===== config.mk =====
export PLATFORM = sky130hd
export DESIGN_NAME = aes_round_ctrl
export DESIGN_NICKNAME = d
export VERILOG_FILES = /design/src/rtl/aes_round_ctrl.sv
export SDC_FILE = /design/constraint.sdc
export NUM_CORES = 1
export LEC_CHECK = 0
export ABC_AREA = 0
export CORE_AREA = 2 2 308 310
export CTS_BUF_LIST = sky130_fd_sc_hd__clkbuf_16
export CTS_CLUSTER_SIZE = 16
export DETAILED_ROUTE_END_ITERATION = 7
export DIE_AREA = 0 0 310 312
export GPL_TIMING_DRIVEN = 0
export MAX_ROUTING_LAYER = met4
export SLEW_MARGIN = 40
export SYNTH_ARGS = -nofsm -noshare
export SYNTH_HDL_FRONTEND = slang
export SYNTH_SLANG_ARGS = --single-unit

===== constraint.sdc =====
create_clock -name clk -period 5.1 [get_ports clk]
set_input_delay 1.02 -clock clk [delete_from_list [all_inputs] [get_ports clk]]
set_output_delay 1.02 -clock clk [all_outputs]
set_load 0.02 [all_outputs]

===== src/rtl/aes_round_ctrl.sv =====
// ---------------------------------------------------------------------------
// aes_round_ctrl
//
// Purpose:
//   Sequencer for an iterative AES-128 encryption engine. It accepts one
//   plaintext block at a time and does the initial AddRoundKey itself. It
//   then steps an external round datapath through rounds 1..10, giving each
//   round three cycles, and presents the ciphertext with a valid/ready
//   handshake.
//
// Ports:
//   clk            in   1    single clock, rising-edge
//   rst            in   1    asynchronous active-high reset
//   in_valid       in   1    plaintext block offered
//   in_ready       out  1    block accepted this cycle (IDLE only)
//   in_data        in   128  plaintext block
//   rk_idx         out  4    round-key index to the key schedule (0..10)
//   rk_in          in   128  round key for rk_idx, same-cycle lookup
//   dp_state_in    out  128  round datapath state input
//   dp_round_key   out  128  round datapath key
//   dp_sel_mix_col out  1    datapath MixColumns enable
//   dp_state_out   in   128  datapath result, 2-cycle registered latency
//   out_valid      out  1    ciphertext available
//   out_ready      in   1    consumer accepts ciphertext
//   out_data       out  128  ciphertext (zero while out_valid is low)
//   busy           out  1    block in flight
//   blk_cnt        out  16   completed-block count
//
// Configuration:
//   AES_CTRL_PERF_CNT_EN  when defined, blk_cnt counts output handshakes
//                         (wrapping at 16 bits). When undefined, blk_cnt is
//                         tied to zero and no counter register exists.
// ---------------------------------------------------------------------------
module aes_round_ctrl (
  input  logic         clk,
  input  logic         rst,
  input  logic         in_valid,
  output logic         in_ready,
  input  logic [127:0] in_data,
  output logic [3:0]   rk_idx,
  input  logic [127:0] rk_in,
  output logic [127:0] dp_state_in,
  output logic [127:0] dp_round_key,
  output logic         dp_sel_mix_col,
  input  logic [127:0] dp_state_out,
  output logic         out_valid,
  input  logic         out_ready,
  output logic [127:0] out_data,
  output logic         busy,
  output logic [15:0]  blk_cnt
);

  localparam logic [3:0] LastRound = 4'd10;
  localparam logic [1:0] LastPhase = 2'd2;

  typedef enum logic [1:0] {
    IDLE = 2'd0,
    RUN  = 2'd1,
    DONE = 2'd2
  } state_e;

  state_e         state_q;
  logic [127:0]   data_q;
  logic [3:0]     round_q;
  logic [1:0]     phase_q;
  logic           in_ready_q;
  logic           out_valid_q;
  logic           busy_q;
  logic           mix_col_q;

  // Main controller FSM. All handshake and datapath-control outputs are
  // registered here and updated together with the state they belong to.
  // round_q returns to zero outside RUN, so it can drive rk_idx directly and
  // the key schedule sees index 0 in IDLE. That index-0 key is what the
  // initial AddRoundKey uses when a block is accepted.
  // The datapath has a 2-cycle latency, so in phase 2 dp_state_out holds the
  // round result for the state presented in phase 0. That result is captured
  // at the end of phase 2.
  always_ff @(posedge clk or posedge rst) begin
    if (rst) begin
      state_q     <= IDLE;
      data_q      <= '0;
      round_q     <= '0;
      phase_q     <= '0;
      in_ready_q  <= 1'b1;
      out_valid_q <= 1'b0;
      busy_q      <= 1'b0;
      mix_col_q   <= 1'b0;
    end else begin
      case (state_q)
        IDLE: begin
          if (in_valid) begin
            data_q     <= in_data ^ rk_in;
            round_q    <= 4'd1;
            phase_q    <= 2'd0;
            mix_col_q  <= 1'b1;
            in_ready_q <= 1'b0;
            busy_q     <= 1'b1;
            state_q    <= RUN;
          end
        end
        RUN: begin
          if (phase_q == LastPhase) begin
            data_q  <= dp_state_out;
            phase_q <= 2'd0;
            if (round_q == LastRound) begin
              round_q     <= 4'd0;
              mix_col_q   <= 1'b0;
              out_valid_q <= 1'b1;
              state_q     <= DONE;
            end else begin
              round_q   <= round_q + 4'd1;
              // The final round skips MixColumns.
              mix_col_q <= (round_q != (LastRound - 4'd1));
            end
          end else begin
            phase_q <= phase_q + 2'd1;
          end
        end
        DONE: begin
          if (out_ready) begin
            out_valid_q <= 1'b0;
            in_ready_q  <= 1'b1;
            busy_q      <= 1'b0;
            state_q     <= IDLE;
          end
        end
        default: begin
          state_q <= IDLE;
        end
      endcase
    end
  end

  assign in_ready       = in_ready_q;
  assign rk_idx         = round_q;
  assign dp_round_key   = rk_in;
  assign dp_state_in    = data_q;
  assign dp_sel_mix_col = mix_col_q;
  assign out_valid      = out_valid_q;
  assign busy           = busy_q;
  // Gate the data so stale results never leak onto the output bus.
  assign out_data       = out_valid_q ? data_q : '0;

`ifdef AES_CTRL_PERF_CNT_EN
  logic [15:0] blk_cnt_q;
  logic [15:0] blk_cnt_d;

  // Count every completed output handshake. The count wraps naturally at
  // 16 bits.
  always_comb begin
    blk_cnt_d = blk_cnt_q;
    if (out_valid_q && out_ready) begin
      blk_cnt_d = blk_cnt_q + 16'd1;
    end
  end

  always_ff @(posedge clk or posedge rst) begin
    if (rst) begin
      blk_cnt_q <= '0;
    end else begin
      blk_cnt_q <= blk_cnt_d;
    end
  end

  assign blk_cnt = blk_cnt_q;
`else
  assign blk_cnt = '0;
`endif

endmodule


# Word-level counts from Yosys, hierarchy flattened
# Cells that the tools add are included.
word_totals:
  in_bits: 388
  latchBits: 0
  reg_bits: 140
  mem_count: 0
  rom_bits: 0
  elab_cells: 57
  ramBits: 0
op_classes:
  addsub: 2
  eq_ne: 9
  mux: 28
  bitwise: 1
  div: 0
  mul: 0
  n_lt_le_gt_ge: 0
  shifts: 0
  n_reduce_logical: 9
ops:
  columns: ["op", "n"]
  rows:
  - ["two-way mux 128 bit", 3]
  - ["case mux 128 bit (2 select lines)", 1]
  - ["XOR 128 bit", 1]
  - ["two-way mux 2 bit", 6]
  - ["two-way mux 4 bit", 3]
  - ["two-way mux 1 bit", 8]
  - ["inequality test 2 bit, second input constant", 4]
  - ["case mux 1 bit (2 select lines)", 4]
  - ["case mux 4 bit (2 select lines)", 1]
  - ["AND reduction 4 bit", 2]
  - ["case mux 2 bit (3 select lines)", 1]
  - ["AND reduction 3 bit", 2]
  - ["nonzero test 2 bit", 3]
  - ["adder 4 x 1 -> 4 bit, second input constant", 1]
  - ["equality test 2 bit, second input constant", 2]
  - ["equality test 4 bit, second input constant", 1]
  - ["inequality test 4 bit, second input constant", 1]
  - ["case mux 2 bit (2 select lines)", 1]
  - ["adder 2 x 1 -> 2 bit, second input constant", 1]
  - ["equality test 2 x 1 -> 1 bit, second input constant", 1]
  - ["logical NOT 2 bit", 1]
  - ["AND reduction 2 bit", 1]

# Depth between registers and ports, before layout
# Gate-level depths: netlist of the first run.
depth:
  word_depth: 4
  mapped_depth: 10
  ltp_nobuf: 4

# Least setup slack after synthesis of the first run
# Ideal clock, no wire load.
synth_path:
  kind: "flip-flop to output port"
  from: "register out_valid_q, in the netlist out_valid"
  to: "output port out_data[30]"
  slack_ns: 2.856
  t_arrival_ns: 1.224
  t_required_ns: 4.080
  path_stages_with_launch: 4
  path_buffers: 2
  path_cell_list: "dfrtp_1 clkbuf_1 clkbuf_1 and2_1"
synth_between:
  elab_chain_len: 1
synth_lines:
  columns: ["element", "line", "text"]
  rows:
  - ["from (decl)", "67", "logic out_valid_q;"]
  - ["from (signal assigned)", "86", "out_valid_q <= 1'b0;"]
  - ["from (signal assigned)", "109", "out_valid_q <= 1'b1;"]
  - ["from (signal assigned)", "122", "out_valid_q <= 1'b0;"]
  - ["two-way mux 128 bit", "143", "assign out_data = out_valid_q ? data_q : '0;"]
  - ["to (decl)", "48", "output logic [127:0] out_data,"]
# Every way passes these cells.

# Worst setup path after layout of the first run
# Same ends and word-level chain as after synthesis.

==> flow_summary_export.csv, run 1 <==
group,metric,value,unit
status,outcome,"completed",
route,first_pass_iters,4,
setup_path,crit_start,"out_valid",
route,met2_length,31.16,mm
synthesis,synth_edf_count,0,
floorplanning,rows,112,
sta,final.setup.tns,0,ns
clocking,cts_buffers,17,
flow_run,max-cap-violations,0,
route,maxUsedRoutingLayer,"met4",
clocking,htreeDepth,4,
clocking,post_cts_resized,0,
sta,fin_hold_ws,0.4777,ns
setup_path,cp-end-kind,"output pin",
power_and_ir_drop,leakage,7.575,nW
grt,track_usage,13.76,%
grt,grt_pass1_vias,11640,
power_and_ir_drop,vdd_drop_max,0.2635,mV
placed_design,hpwlAfterDp,56.26,mm
sta,worst_slew_pin_slew,0.8110,ns
setup_path,worstSetupStartpointType,"flop",
route,via_count,11370,
clocking,clkSinkCount,140,
power_and_ir_drop,cellPowerDensity,538.0,mW/mm²
synthesis,async_flop_share,100.0,%
grt,grt_max_degree,68,
floorplanning,die_y,312,µm
route,drcViolationCount,0,
sta,grt_setup_unrepaired,"false",
synthesis,ys_ff_latch,140,
setup_path,worstReg2RegStart,"state_q[0]",
clocking,ctsHoldBuffers,0,
route,drt_iter0_drc,630,
layout,layout-drive-gt1-share,10.20,%
sta,setup_viol,0,
clocking,clock_path_buffers,2,
floorplanning,pin_count,796,
power_and_ir_drop,power,10.48,mW
sta,timing_hold_violations_final,0,
floorplanning,die_w,310,µm
route,avgViaCountPerCell,3.474,
layout,syn2layout_area_growth,107.4,%
hold_path,min-delay-path-class,"flop to flop",
placed_design,portBuffers,779,
synthesis,synth_seq_area_share,37.30,%
clocking,path_clk_slew,0.07,ns
floorplanning,start_util,10.10,%
synthesis,synth_flop_cell,"dfrtp_1",
synthesis,synth_cell_types,32,
sta,drv_slew,0,
route,wl_met1,28.16,mm
clocking,post_cts_buffers,0,
placed_design,place_congestion,0.9137,
grt,grt_pass1_wl,88.90,mm
route,ant_nets,0,
setup_path,path_max_fanout,10,
synthesis,syn-instance-count,1181,
sta,fin_crit_sh,83.62,%
route,wl_met3,5.254,mm
placed_design,pre_cts_ws,1.156,ns
synthesis,postSynthAreaPerCell,7.955,µm²
grt,antenna_found_initial,18,
setup_path,worstPathRequired,4.08,ns
synthesis,syn-cell-area,0.009395,mm²
floorplanning,dieArea,0.09672,mm²
route,finalWirelength,66.39,mm
route,wl_per_cell,20.28,µm
clocking,cts_root_buf,"clkbuf_16",
layout,nets,2384,
hold_path,min-delay-start,"in_ready",
setup_path,arrival,3.24,ns
clocking,insertion_delay,0.48,ns
sta,fmax,0.2345,GHz
floorplanning,core_area,0.09305,mm²
sta,setup_slack,0.8356,ns
sta,relSlewSlack,45.93,%
clocking,cts_tree,"yes",
grt,grt_overflow_total,0,
synthesis,ys_warn_count,0,
setup_path,crit_type,"flop to output pin",
sta,skew,0.01857,ns
sta,finalCriticalPeriod,4.264,ns
==> layout by cell type, fill, tap and decap left out, types with 2 or more instances in the layout <==
cell               n
dfrtp_1          139
nand2b_1           4
buf_16             2
nand2_1          135
clkinvlp_4         3
clkinv_4           5
a21oi_1          134
o21ai_0          130
buf_6              5
nor2b_1            3
inv_1              4
buf_4            144
diode_2           10
xnor2_1          128
clkinv_2           2
nor3_1             2
clkbuf_1          49
buf_2              8
clkbuf_2           8
nor2_1           131
clkbuf_16         17
buf_1              5
clkdlybuf4s50_1  779
o21ai_1            7
conb_1            16
inv_6              4
and2_1           128
==> critical path: stages, from the launching register on <==
cell	delay, ns
dfrtp_1	0.54
clkbuf_2	0.54
clkbuf_1	0.52
and2_1	0.22
clkdlybuf4s50_1	0.89
==> synthesized netlist by cell type (all sizes together) (2+ instances only) <==
cell    instances  share of area (%)
clkbuf         58                2.3
nor2          131                5.2
and2          128                8.5
nor2b           3               0.20
dfrtp         139                 37
buf           162                 13
a21oi         134                7.1
nand2b          5               0.41
nand2         135                5.4
xnor2         128                 12
o21ai         137                7.3
nor3            2               0.11
inv             5               0.20
==> report_power, final <==
| part | switching, mW | internal, mW |
|---|---|---|
| combinational | 3.95 | 3.02 |
| clock | 0.627 | 0.678 |
| sequential | 0.556 | 1.65 |
==> final cells by class <==
cell class | instances | area [µm²]
Clock inverter | 15 | 141.4
Sequential cell | 140 | 3505
Timing Repair Buffer | 781 | 7853
Inverter | 5 | 26.28
Clock buffer | 17 | 425.4
Buffer | 220 | 1428
Multi-Input combinational cell | 831 | 4514
Fill cell | 10390 | 73560
Tap cell | 1254 | 1569
Antenna cell | 10 | 25.02
==> sequential cells by signal (all words and copies together) (netlist names) <==
signal	count
dp_state_in	128
dp_sel_mix_col	1
phase_q	2
out_valid	1
state_q	2
rk_idx	4
in_ready	1
busy	1
==> per-stage QoR <==
step	instance area (µm²)	std cells	util [%]
6_report	19490	3273	20.94
5_1_grt	19470	3266	20.92
4_1_cts	19460	3263	20.91
3_5_place_dp	18890	3231	20.31
3_3_place_gp	18820	3229	20.22
2_1_floorplan	9452	1196	-
==> cells by family (layout without fill, tap and decap cells) <==
group | after synthesis | count (layout) | share of synthesized area (%)
flip-flops | 140 | 140 | 37.30
AO/OA/AOI/OAI | 278 | 278 | 15.18
AND/OR/NAND/NOR | 407 | 407 | 20.08
multiplexers | 1 | 1 | 0.1198
other | 1 | 26 | 0.03991
XOR/XNOR | 129 | 129 | 12.03
buffers and inverters | 225 | 1038 | 15.25
==> metal layers <==
layer | vias to the layer above | track usage, %
met5 | - | -
met4 | 0 | 5.160
met3 | 75 | 3.058
met2 | 631 | 21.76
met1 | 5373 | 17.02
li1 | 5290 | -
==> final timing paths <==
| check | end | slack [ns] | cells after the start |
|---|---|---|---|
| worst max register to register | dp_state_in[49] | 2.54 | 7 |
| worst max-delay path | out_data[30] | 0.84 | 4 |
| min in group asynchronous | dp_state_in[82] | 0.85 | 2 |
| worst min-delay path | in_ready | 0.48 | 2 |
| worst min register to register | in_ready | 0.48 | 2 |
| max in group asynchronous | dp_state_in[5] | 3.59 | 3 |
Note: power is estimated with default switching activity, not from simulation.
==> run 2: changes to the inputs <==
clock period = 4 ns   (was 5.1 ns; I/O delays follow)
==> flow_summary_export.csv, run 2 (same netlist as run 1, synthesis figures left out) <==
group,metric,value,unit
power_and_ir_drop,leakage,7.610,nW
grt,grt_overflow_total,0,
setup_path,r2r_cells,7,
sta,timing_hold_violations_final,0,
route,met2_length,30.85,mm
floorplanning,dieArea,0.09672,mm²
layout,num-fill-cells,10420,
sta,drv_slew,0,
clocking,path_clk_slew,0.08,ns
grt,track_usage,13.66,%
setup_path,path_delay_family,"buffers and inverters",
layout,layout_common_cells,"clkdlybuf4s50_1 (778), buf_4 (144), dfrtp_1 (139), nand2_1 (135), a21oi_1 (134)",
clocking,cts_root_buf,"clkbuf_16",
grt,grt_pass1_vias,11880,
grt,grt_pass1_wl,89.27,mm
route,drcViolationCount,0,
setup_path,r2r_slack,1.16,ns
placed_design,hpwlAfterDp,56.07,mm
clocking,cts_buffers,17,
setup_path,slowest_delay,0.79,ns
layout,nets,2389,
sta,relSlewSlack,49.55,%
clocking,clock_path_buffers,2,
placed_design,place_congestion,0.9053,
layout,syn2layout_area_growth,108.0,%
route,first_pass_iters,5,
route,wl_met3,4.457,mm
clocking,cts_tree,"yes",
status,outcome,"completed",
floorplanning,pin_count,796,
grt,antenna_found_initial,11,
floorplanning,start_util,10.10,%
setup_path,worst-path-buf-inv,3,
layout,largest_reg_flops,128,
setup_path,arrival,3.03,ns
setup_path,worstSetupStartpointType,"flop",
setup_path,crit_start,"out_valid",
floorplanning,die_y,312,µm
sta,fin_crit_sh,95.86,%
sta,worst_slew_pin_slew,0.7568,ns
route,finalWirelength,66.13,mm
layout,final_core_util,21.01,%
clocking,insertion_delay,0.47,ns
setup_path,r2r-end,"dp_state_in[79]",
clocking,post_cts_buffers,0,
route,avgViaCountPerCell,3.465,
setup_path,crit_path_end,"out_data[30]",
setup_path,crit_type,"flop to output pin",
power_and_ir_drop,vdd_drop_max,0.3706,mV
route,wl_per_cell,20.20,µm
sta,finalCriticalPeriod,3.834,ns
flow_run,max-cap-violations,0,
setup_path,cp-end-kind,"output pin",
sta,fmax,0.2608,GHz
hold_path,min-delay-path-class,"flop to flop",
floorplanning,rows,112,
sta,skew,0.01242,ns
setup_path,crit_chain,"clkbuf_4 > clkbuf_2 > and2_1 > clkdlybuf4s50_1",
placed_design,placed_cells,3236,
floorplanning,core_area,0.09305,mm²
route,via_count,11340,
layout,final_common_cell,"clkdlybuf4s50_1",
route,maxUsedRoutingLayer,"met4",
clocking,clkSinkCount,140,
route,drt_iter0_drc,573,
route,wl_met1,28.22,mm
grt,grt_max_degree,25,
floorplanning,die_w,310,µm
setup_path,worstPathRequired,3.20,ns
setup_path,worstReg2RegStart,"state_q[0]",
power_and_ir_drop,power,13.34,mW
power_and_ir_drop,cellPowerDensity,682.5,mW/mm²
placed_design,portBuffers,779,
placed_design,pre_cts_ws,0.2562,ns
setup_path,crit_cells,4,
layout,layout-drive-gt1-share,10.33,%
route,ant_nets,0,
sta,setup_viol,0,
sta,grt_setup_unrepaired,"false",
setup_path,critPathSlowestCell,"clkdlybuf4s50_1",
layout,stdcell_count,3274,
clocking,htreeDepth,4,
sta,setup_slack,0.1656,ns
setup_path,path_max_fanout,10,
-- run 2: cell types whose count changed in the layout (fill, tap and decap cells not counted), sizes merged, moves of 2 or more --
cell	change
clkinv	-2
diode	-4
inv	+2
buf	+5
-- run 2: cell type report --
| class | instances | area, µm² | area share (%) |
|---|---|---|---|
| repair buffers | 786 | 7951 | 40.68 |
| multi-input cells | 831 | 4514 | 23.10 |
| diodes | 6 | 15.01 | 0.07681 |
| plain buffers | 220 | 1430 | 7.317 |
| well taps | 1254 | 1569 | 8.027 |
| flip-flops and latches | 140 | 3505 | 17.93 |
| clock inverters | 15 | 113.9 | 0.5825 |
| inverters | 5 | 22.52 | 0.1152 |
| clock buffers | 17 | 425.4 | 2.176 |
-- run 2: what timing repair did --
action | in CTS | in global routing
resized for setup | 2 | 0
hold buffers | 0 | 0
setup endpoints to repair | 22 | 0
-- run 2: worst min path at each step --
stage,from,endpoint,slack [ns],depth (start not counted)
after floorplan,in_ready,in_ready,0.50,2
after global placement,in_ready,in_ready,0.46,2
after detailed placement,in_ready,in_ready,0.47,2
after CTS,in_ready,in_ready,0.49,2
after global routing,in_ready,in_ready,0.52,2
final,in_ready,in_ready,0.49,2
-- run 2: metal layers --
layer,vias up,GRT usage (%)
met5,-,-
met4,0,6.039
met3,90,2.495
met2,614,21.97
met1,5351,16.59
li1,5288,-
-- run 2: worst min-delay path, stage by stage (launching register included) --
cell	delay, ns
dfstp_2	0.38
inv_1	0.05
a21oi_1	0.06
-- run 2: where the power goes --
part / switching [mW] / internal (mW) / leakage, nW
combinational: 5.03 / 3.87 / 5.63
clock: 0.801 / 0.802 / 0.260
sequential: 0.723 / 2.11 / 1.72
total: 6.56 / 6.78 / 7.61
-- run 2: per-stage QoR --
step | instance area (µm²) | setup TNS (ns) | hold WS, ns
detailed placement | 18990 | 0 | 0.4731
floorplan | 9455 | 0 | 0.4990
global placement | 18820 | -27.38 | 0.4624
CTS | 19530 | 0 | 0.4908
finish | 19550 | 0 | 0.4868
global route | 19540 | 0 | 0.5160
